--- config.mk ---
export PLATFORM = sky130hd
export DESIGN_NAME = mic_channel_scheduler
export DESIGN_NICKNAME = d
export VERILOG_FILES = /design/src/rtl/loudness_meter_pkg.sv /design/src/rtl/mic_channel_scheduler.sv
export SDC_FILE = /design/constraint.sdc
export NUM_CORES = 1
export LEC_CHECK = 0
export CORE_MARGIN = 4
export CORE_UTILIZATION = 46
export DETAILED_ROUTE_END_ITERATION = 8
export PLACE_DENSITY_LB_ADDON = 0.15
export RECOVER_POWER = 100
export SKIP_LAST_GASP = 1
export SYNTH_ARGS = -nofsm -noshare
export SYNTH_HDL_FRONTEND = slang
export SYNTH_SLANG_ARGS = --single-unit
--- constraint.sdc ---
create_clock -name clk -period 6.4 [get_ports clk]
set_clock_uncertainty 0.1 [all_clocks]
set_input_delay 0.96 -clock clk [delete_from_list [all_inputs] [get_ports clk]]
set_output_delay 0.96 -clock clk [all_outputs]
set_load 0.03 [all_outputs]
--- src/rtl/loudness_meter_pkg.sv ---
// Shared types for the loudness-meter pipeline.
package loudness_meter_pkg;
  typedef logic signed [15:0] data_t;
endpackage

--- src/rtl/mic_channel_scheduler.sv ---
// Picks one of NCH microphone streams for the shared loudness pipeline, dropping
// samples from inactive channels and draining the output register on every switch.
module mic_channel_scheduler
  import loudness_meter_pkg::*;
#(
  parameter int NCH   = 4,
  parameter int DWELL = 4800,
  localparam int CW   = (NCH > 1) ? $clog2(NCH) : 1
) (
  input  logic              clk,
  input  logic              arstn,
  input  data_t             in_data [NCH],
  input  logic [NCH-1:0]    in_valid,
  output logic [NCH-1:0]    in_ready,
  input  logic              auto_scan,
  input  logic [CW-1:0]     sel_ch,
  output data_t             out_data,
  output logic              out_valid,
  input  logic              out_ready,
  output logic [CW-1:0]     cur_ch,
  output logic              switch_pulse
);

  localparam int              CNTW     = $clog2(DWELL + 1);
  localparam logic [CNTW-1:0] DWELL_M1 = CNTW'(DWELL - 1);
  localparam logic [CW-1:0]   LAST_CH  = CW'(NCH - 1);
  localparam logic [CW:0]     NCH_W    = (CW + 1)'(NCH);

  // state | meaning
  // FWD   | forwarding cur_ch into the output register
  // DRAIN | waiting for the last old-channel sample to leave before switching
  typedef enum logic {FWD, DRAIN} state_t;

  state_t          state_q, state_d;
  logic [CW-1:0]   cur_ch_q, cur_ch_d, target_q, target_d, next_ch, req_ch;
  logic [CNTW-1:0] cnt_q, cnt_d;
  logic            out_valid_q, out_valid_d, pulse_q, pulse_d;
  data_t           out_data_q, out_data_d, cur_data;
  logic            room, cur_valid, take, wrap, req;

  assign room      = out_ready || !out_valid_q;
  assign cur_valid = in_valid[cur_ch_q];
  assign cur_data  = in_data[cur_ch_q];
  assign take      = (state_q == FWD) && cur_valid && room;
  assign wrap      = take && (cnt_q == DWELL_M1);
  assign next_ch   = (cur_ch_q == LAST_CH) ? '0 : cur_ch_q + 1'b1;

  // Inactive channels are always drained; the active one only blocks in FWD.
  always_comb begin
    in_ready = '1;
    if (state_q == FWD) in_ready[cur_ch_q] = room;
  end

  always_comb begin
    state_d     = state_q;
    cur_ch_d    = cur_ch_q;
    target_d    = target_q;
    cnt_d       = cnt_q;
    out_valid_d = out_valid_q;
    out_data_d  = out_data_q;
    pulse_d     = 1'b0;
    req         = 1'b0;
    req_ch      = cur_ch_q;
    case (state_q)
      FWD: begin
        if (room) out_valid_d = cur_valid;
        if (take) begin
          out_data_d = cur_data;
          cnt_d      = wrap ? '0 : cnt_q + 1'b1;
        end
        if (auto_scan && wrap) begin
          req    = 1'b1;
          req_ch = next_ch;
        end else if (!auto_scan && (sel_ch != cur_ch_q) && ({1'b0, sel_ch} < NCH_W)) begin
          req    = 1'b1;
          req_ch = sel_ch;
        end
        if (req && (req_ch != cur_ch_q)) begin
          target_d = req_ch;
          state_d  = DRAIN;
        end
      end
      DRAIN: begin
        if (room) begin
          out_valid_d = 1'b0;
          cur_ch_d    = target_q;
          cnt_d       = '0;
          pulse_d     = 1'b1;
          state_d     = FWD;
        end
      end
      default: state_d = FWD;
    endcase
  end

  always_ff @(posedge clk or negedge arstn) begin
    if (!arstn) begin
      state_q     <= FWD;
      cur_ch_q    <= '0;
      target_q    <= '0;
      cnt_q       <= '0;
      out_valid_q <= 1'b0;
      out_data_q  <= '0;
      pulse_q     <= 1'b0;
    end else begin
      state_q     <= state_d;
      cur_ch_q    <= cur_ch_d;
      target_q    <= target_d;
      cnt_q       <= cnt_d;
      out_valid_q <= out_valid_d;
      out_data_q  <= out_data_d;
      pulse_q     <= pulse_d;
    end
  end

  assign out_data     = out_data_q;
  assign out_valid    = out_valid_q;
  assign cur_ch       = cur_ch_q;
  assign switch_pulse = pulse_q;

endmodule

==> flow_summary.json, run 1 <==
{
  "leakagePower_nw": 1.30,
  "cts.sinks": 36,
  "antennaDiodeCount": 0,
  "fin_crit_sh_pct": 69.4,
  "post-route-util_pct": 70.3,
  "period_minus_slack_ps": 4440,
  "yosys-top-cells-count": "dfrtp_1 (36), o21ai_0 (22), mux2_2 (17), mux4_2 (17), nand2_1 (14)",
  "switching_share_pct": 40.4,
  "die_area_um2": 6020,
  "dr_total_vias": 1921,
  "rsz0062_at_grt": "false",
  "viasPerCell": 5.40,
  "insertion_delay_ps": 290,
  "cts_setup_buffers": 0,
  "grt_pass1_wl_mm": 9.56,
  "cpMostUsedCell": "clkbuf_1",
  "area_growth_pct": 49.1,
  "min_path_type": "reg2reg",
  "synth.area.top_cells": "dfrtp_1 (40%), mux4_2 (17%), mux2_2 (8.6%), o21ai_0 (4.9%), ha_1 (2.8%)",
  "maxSlewHeadroom_pct": -22.8,
  "pwr-share-clk_pct": 14.9,
  "antenna_found_initial": 0,
  "pwr-share-comb_pct": 56.3,
  "hold_viol_final": 0,
  "yosysUniqueCellTypes": 36,
  "yosys_warnings": 0,
  "syn_inst": 192,
  "synth-edff-count": 0,
  "violations": "capacitance limit, slew limit",
  "synth_area_per_cell_um2": 11.6,
  "ant_nets": 0,
  "cts_hold_buf": 0,
  "synthArstFlopShare_pct": 100,
  "worstPathRequired_ps": 6490,
  "critical_path_class": "reg2reg",
  "wirelength_mm": 5.66,
  "cts_buffer_depth": 2,
  "coreArea_um2": 4720,
  "fmax_ghz": 0.225,
  "grt_max_degree": 37,
  "ys.flop_type": "dfrtp_1",
  "floorplan.initialDensity_pct": 47.2,
  "cts_resized": 0,
  "clk_pin_slew_worst_paths_ps": 70,
  "cts_htree_levels": 2,
  "rows": 25,
  "max_stage_delay_ps": 1260,
  "io_buffers": 97,
  "yosys.area.top_type_share_pct": 40.4,
  "worst_slew_pin_slew_ps": 1840,
  "drc": 0,
  "dr.pass1.iters": 4,
  "p_switching_mw": 0.536,
  "crit_slowest_cell": "clkbuf_1",
  "status": "finished, violations left",
  "yosysSeqAreaShare_pct": 40.4,
  "cts_tree": "built",
  "nNetsFinal": 367,
  "dieWidth_um": 77.6,
  "synth_area_um2": 2230,
  "gr-total-overflow": 0,
  "critPathMaxFanout": 26,
  "num_io_pins": 98,
  "numCtsBuffers": 5,
  "grt_pass1_vias": 2064,
  "p_seq_share_pct": 28.8,
  "yosys.area.top_type": "dfrtp_1",
  "p_int_mw": 0.792,
  "start_kind": "flip-flop",
  "place.gp.congestion": 0.805,
  "vdd_drop_max_mv": 0.218,
  "root_buffer": "clkbuf_8",
  "arrival_ps": 4530,
  "final_layout_size_suffix_gt1_share_pct": 15.6,
  "crit_chain": "clkbuf_1 > mux4_2 > nor3b_1 > clkbuf_1 > nand2_1 > a31oi_1 > o21ai_0 > o41ai_2",
  "cp-end-kind": "flip-flop",
  "p_per_area_nw_per_um2": 400,
  "syn-num-nets": 271,
  "placed_cells": 348,
  "final_cells": 356,
  "wl_per_cell_um": 15.9,
  "final-setup-viol-count": 0,
  "fin_setup_tns_ps": 0,
  "grt_usage_pct": 20.3,
  "final-max-slew-violation-count": 64,
  "hpwl_mm": 4.44,
  "critPathTopFamily": "buffers and inverters",
  "drv_cap": 2,
  "synth.most_common_cell": "dfrtp_1",
  "dieHeight_um": 77.6,
  "synth_seq_cells": 36,
  "crit_buf_inv": 2,
  "drt_iter0_markers": 143
}
==> registers in the layout, summed over array words and instances, names as in the netlist <==
register / count
cnt_q: 13
out_data: 16
out_valid: 1
cur_ch: 2
switch_pulse: 1
target_q: 2
state_q: 1
==> stage by stage <==
step / hold WS (ps) / total power [mW] / area [um2] / setup WS [ps]
after floorplan: 337 / 0.908 / 2230 / 3520
after global placement: 365 / 1.17 / 3250 / 2840
after detailed placement: 381 / 1.18 / 3250 / 2800
after CTS: 398 / 1.38 / 3360 / 2730
after global routing: 418 / 1.42 / 3320 / 1340
final: 395 / 1.33 / 3320 / 1960
==> path summary, 6_finish.rpt <==
kind	depth (start not counted)	from	endpoint	slack (ps)
worst max-delay path	8	cur_ch[0]$_DFFE_PN0P_	cnt_q[5]$_DFFE_PN0P_	1960
worst min-delay path	2	target_q[0]$_DFFE_PN0P_	cur_ch[0]$_DFFE_PN0P_	390
worst max register to register	8	cur_ch[0]$_DFFE_PN0P_	cnt_q[5]$_DFFE_PN0P_	1960
worst min register to register	2	target_q[0]$_DFFE_PN0P_	cur_ch[0]$_DFFE_PN0P_	390
max in group asynchronous	2	arstn	out_data[6]$_DFFE_PN0P_	3540
min in group asynchronous	2	arstn	out_data[14]$_DFFE_PN0P_	1610
==> cells by family (layout without fill, tap and decap cells) <==
family	after synthesis	after routing	share of synthesized area [%]
and+or+nand+nor	52	52	13.3
DFF	36	36	40.4
xor gates and xnor gates	6	6	2.36
muxes	36	36	26.7
adders and majority gates	5	5	2.81
buffers and inverters	16	113	3.31
AOI/OAI and AO/OA	41	41	11.2
==> layer usage <==
| metal | up-vias | GRT usage (%) | part of all wire [%] |
|---|---|---|---|
| li1 | 917 | - | - |
| met1 | 950 | 22.5 | 37 |
| met2 | 46 | 37.2 | 56 |
| met3 | 8 | 5.57 | 5.6 |
| met4 | 0 | 6.94 | 1.6 |
| met5 | - | 0 | 0 |
==> layout make-up <==
cell class                      instances  area, um2
Sequential cell                        36        901
Timing Repair Buffer                  101        990
Tap cell                               67       83.8
Clock buffer                            6       72.6
Fill cell                             367       1400
Inverter                                4       15.0
Multi-Input combinational cell        140       1220
Clock inverter                          2       35.0
==> worst register-to-register path, delay by kind of cell (launching register included) <==
kind	cells	cell delay, ps
muxes	1	500
and+or+nand+nor	2	790
buffers and inverters	2	2150
AOI/OAI and AO/OA	3	480
DFF	1	330
==> power by group through the flow <==
stage | clock network [mW] | registers, mW | logic (mW)
global placement | 0 | 0.386 | 0.784
global route | 0.213 | 0.398 | 0.812
finish | 0.197 | 0.383 | 0.748
floorplan | 0 | 0.487 | 0.422
CTS | 0.202 | 0.387 | 0.793
detailed placement | 0 | 0.390 | 0.791
==> layout by cell type, fill, tap and decap left out, types with 5 or more instances in the layout <==
| cell type | n |
|---|---|
| a21oi_1 | 6 |
| and3_1 | 6 |
| nand2_1 | 14 |
| o21ai_0 | 22 |
| xnor2_1 | 6 |
| mux4_2 | 17 |
| mux2_2 | 17 |
| nor2_1 | 11 |
| ha_1 | 5 |
| clkbuf_8 | 5 |
| clkdlybuf4s50_1 | 71 |
| nand3_1 | 9 |
| dfrtp_1 | 36 |
| dlygate4sd3_1 | 26 |
Power figures use the tool's default switching activity.
==> run 2: changes to the inputs <==
CORE_UTILIZATION = 38   (was 46)
clock period = 3.7 ns   (was 6.4 ns; I/O delays follow)
==> run 2 against run 1 <==
Effect of this change: flip-flop and latch count unchanged; via count shrank 0.26%; utilization shrank 11 points; clock power up 50%; the flow still finishes with violations (capacitance limit, slew limit); largest cell class unchanged; critical path type is now reg2out.
==> flow_summary.json, run 2 (synthesis results as in run 1) <==
{
  "cts_setup_buffers": 0,
  "arrival_ps": 2390,
  "ant_nets": 0,
  "gr-total-overflow": 0,
  "fin_setup_tns_ps": 0,
  "fillers": 499,
  "largest_reg_flops": 16,
  "antenna_found_initial": 0,
  "period_minus_slack_ps": 3040,
  "rows": 27,
  "place.gp.congestion": 0.856,
  "min_path_type": "reg2reg",
  "wirelength_mm": 5.68,
  "wl_per_cell_um": 15.8,
  "start_kind": "flip-flop",
  "status": "finished, violations left",
  "p_per_area_nw_per_um2": 679,
  "cts_hold_buf": 0,
  "cts.sinks": 36,
  "cts_htree_levels": 2,
  "mostFrequentLayoutCells": "clkdlybuf4s50_1 (71), dfrtp_1 (36), dlygate4sd3_1 (25)",
  "leakagePower_nw": 1.31,
  "hpwl_mm": 4.43,
  "hold_viol_final": 0,
  "antennaDiodeCount": 0,
  "drv_cap": 1,
  "cp-end-kind": "output pin",
  "dr.pass1.iters": 4,
  "violations": "capacitance limit, slew limit",
  "critical_path_class": "reg2out",
  "postLayoutCellArea_um2": 3320,
  "insertion_delay_ps": 280,
  "viasPerCell": 5.32,
  "postPlaceCellArea_um2": 3260,
  "root_buffer": "clkbuf_8",
  "cts_buffer_depth": 2,
  "drt_iter0_markers": 123,
  "dr_total_vias": 1916,
  "floorplan.initialDensity_pct": 39.7,
  "cts_resized": 0,
  "num_io_pins": 98,
  "drc": 0,
  "vdd_drop_max_mv": 0.351,
  "grt_max_degree": 37,
  "layout_commonest_cell": "clkdlybuf4s50_1",
  "die_area_um2": 7150,
  "clk_pin_slew_worst_paths_ps": 70,
  "critPathMaxFanout": 15,
  "grt_pass1_wl_mm": 9.40,
  "fin_crit_sh_pct": 82.2,
  "numCtsBuffers": 5,
  "final-setup-viol-count": 0,
  "maxSlewHeadroom_pct": -29.3,
  "final_layout_size_suffix_gt1_share_pct": 16.7,
  "grt_pass1_vias": 2009,
  "area_growth_pct": 49.0,
  "nNetsFinal": 367,
  "cts_tree": "built",
  "worstPathRequired_ps": 3040,
  "fmax_ghz": 0.329,
  "final-max-slew-violation-count": 37,
  "whs_ps": 394,
  "rsz0062_at_grt": "false",
  "grt_usage_pct": 16.4,
  "dieHeight_um": 84.6,
  "coreArea_um2": 5610,
  "io_buffers": 97,
  "dieWidth_um": 84.6,
  "worst_slew_pin_slew_ps": 1940
}
==> run 2: cell count changes in the layout (fill, tap and decap cells not counted), sizes merged <==
cell         delta
clkinv          -1
buf             +2
dlygate4sd3     -1
bufinv          -1
==> run 2: layer usage <==
layer / GRT usage (%) / wire length (um) / up-vias / part of all wire (%)
met5: 0 / 0 / - / 0
li1: - / - / 917 / -
met3: 5.40 / 424 / 4 / 7.5
met2: 28.8 / 2930 / 65 / 52
met4: 3.45 / 38 / 0 / 0.67
met1: 19.6 / 2290 / 930 / 40
==> run 2: final timing paths <==
check                                           start                       end  slack, ps  cells after the start
worst min register to register  cnt_q[12]$_DFFE_PN0P_     cnt_q[12]$_DFFE_PN0P_        390                      1
worst max register to register  cur_ch[0]$_DFFE_PN0P_   out_data[0]$_DFFE_PN0P_        670                      4
min in group asynchronous                       arstn  out_data[11]$_DFFE_PN0P_        710                      1
worst max-delay path            cur_ch[0]$_DFFE_PN0P_               in_ready[0]        660                      4
max in group asynchronous                       arstn   out_data[2]$_DFFE_PN0P_       1670                      1
worst min-delay path            cnt_q[12]$_DFFE_PN0P_     cnt_q[12]$_DFFE_PN0P_        390                      1
==> run 2: report_power, final <==
group          internal (mW)  switching [mW]
clock                  0.166           0.130
sequential             0.537           0.121
combinational          0.632           0.669
total                   1.33           0.919
==> run 2: area by class of cell <==
| cell class | instances | area [um2] | share of cell area [%] |
|---|---|---|---|
| Timing Repair Buffer | 101 | 992 | 29.9 |
| Sequential cell | 36 | 901 | 27.1 |
| Inverter | 4 | 15.0 | 0.452 |
| Clock buffer | 7 | 96.3 | 2.90 |
| Multi-Input combinational cell | 140 | 1220 | 36.9 |
| Tap cell | 72 | 90.1 | 2.71 |
==> run 2: stage by stage <==
step           setup WS (ps)  utilization [%]  power (mW)  std cells
2_1_floorplan            881                -        1.57        192
3_3_place_gp             928             58.1        2.04        353
3_5_place_dp             914             58.1        2.05        353
4_1_cts                  638             59.8        2.36        360
5_1_grt                  323             59.2        2.41        360
6_report                 659             59.2        2.25        360
==> run 2: critical path, cell delays in order (launching register included) <==
cell	delay, ps
dfrtp_1	840
inv_1	220
ha_1	260
nand2_1	50
dlygate4sd3_1	740
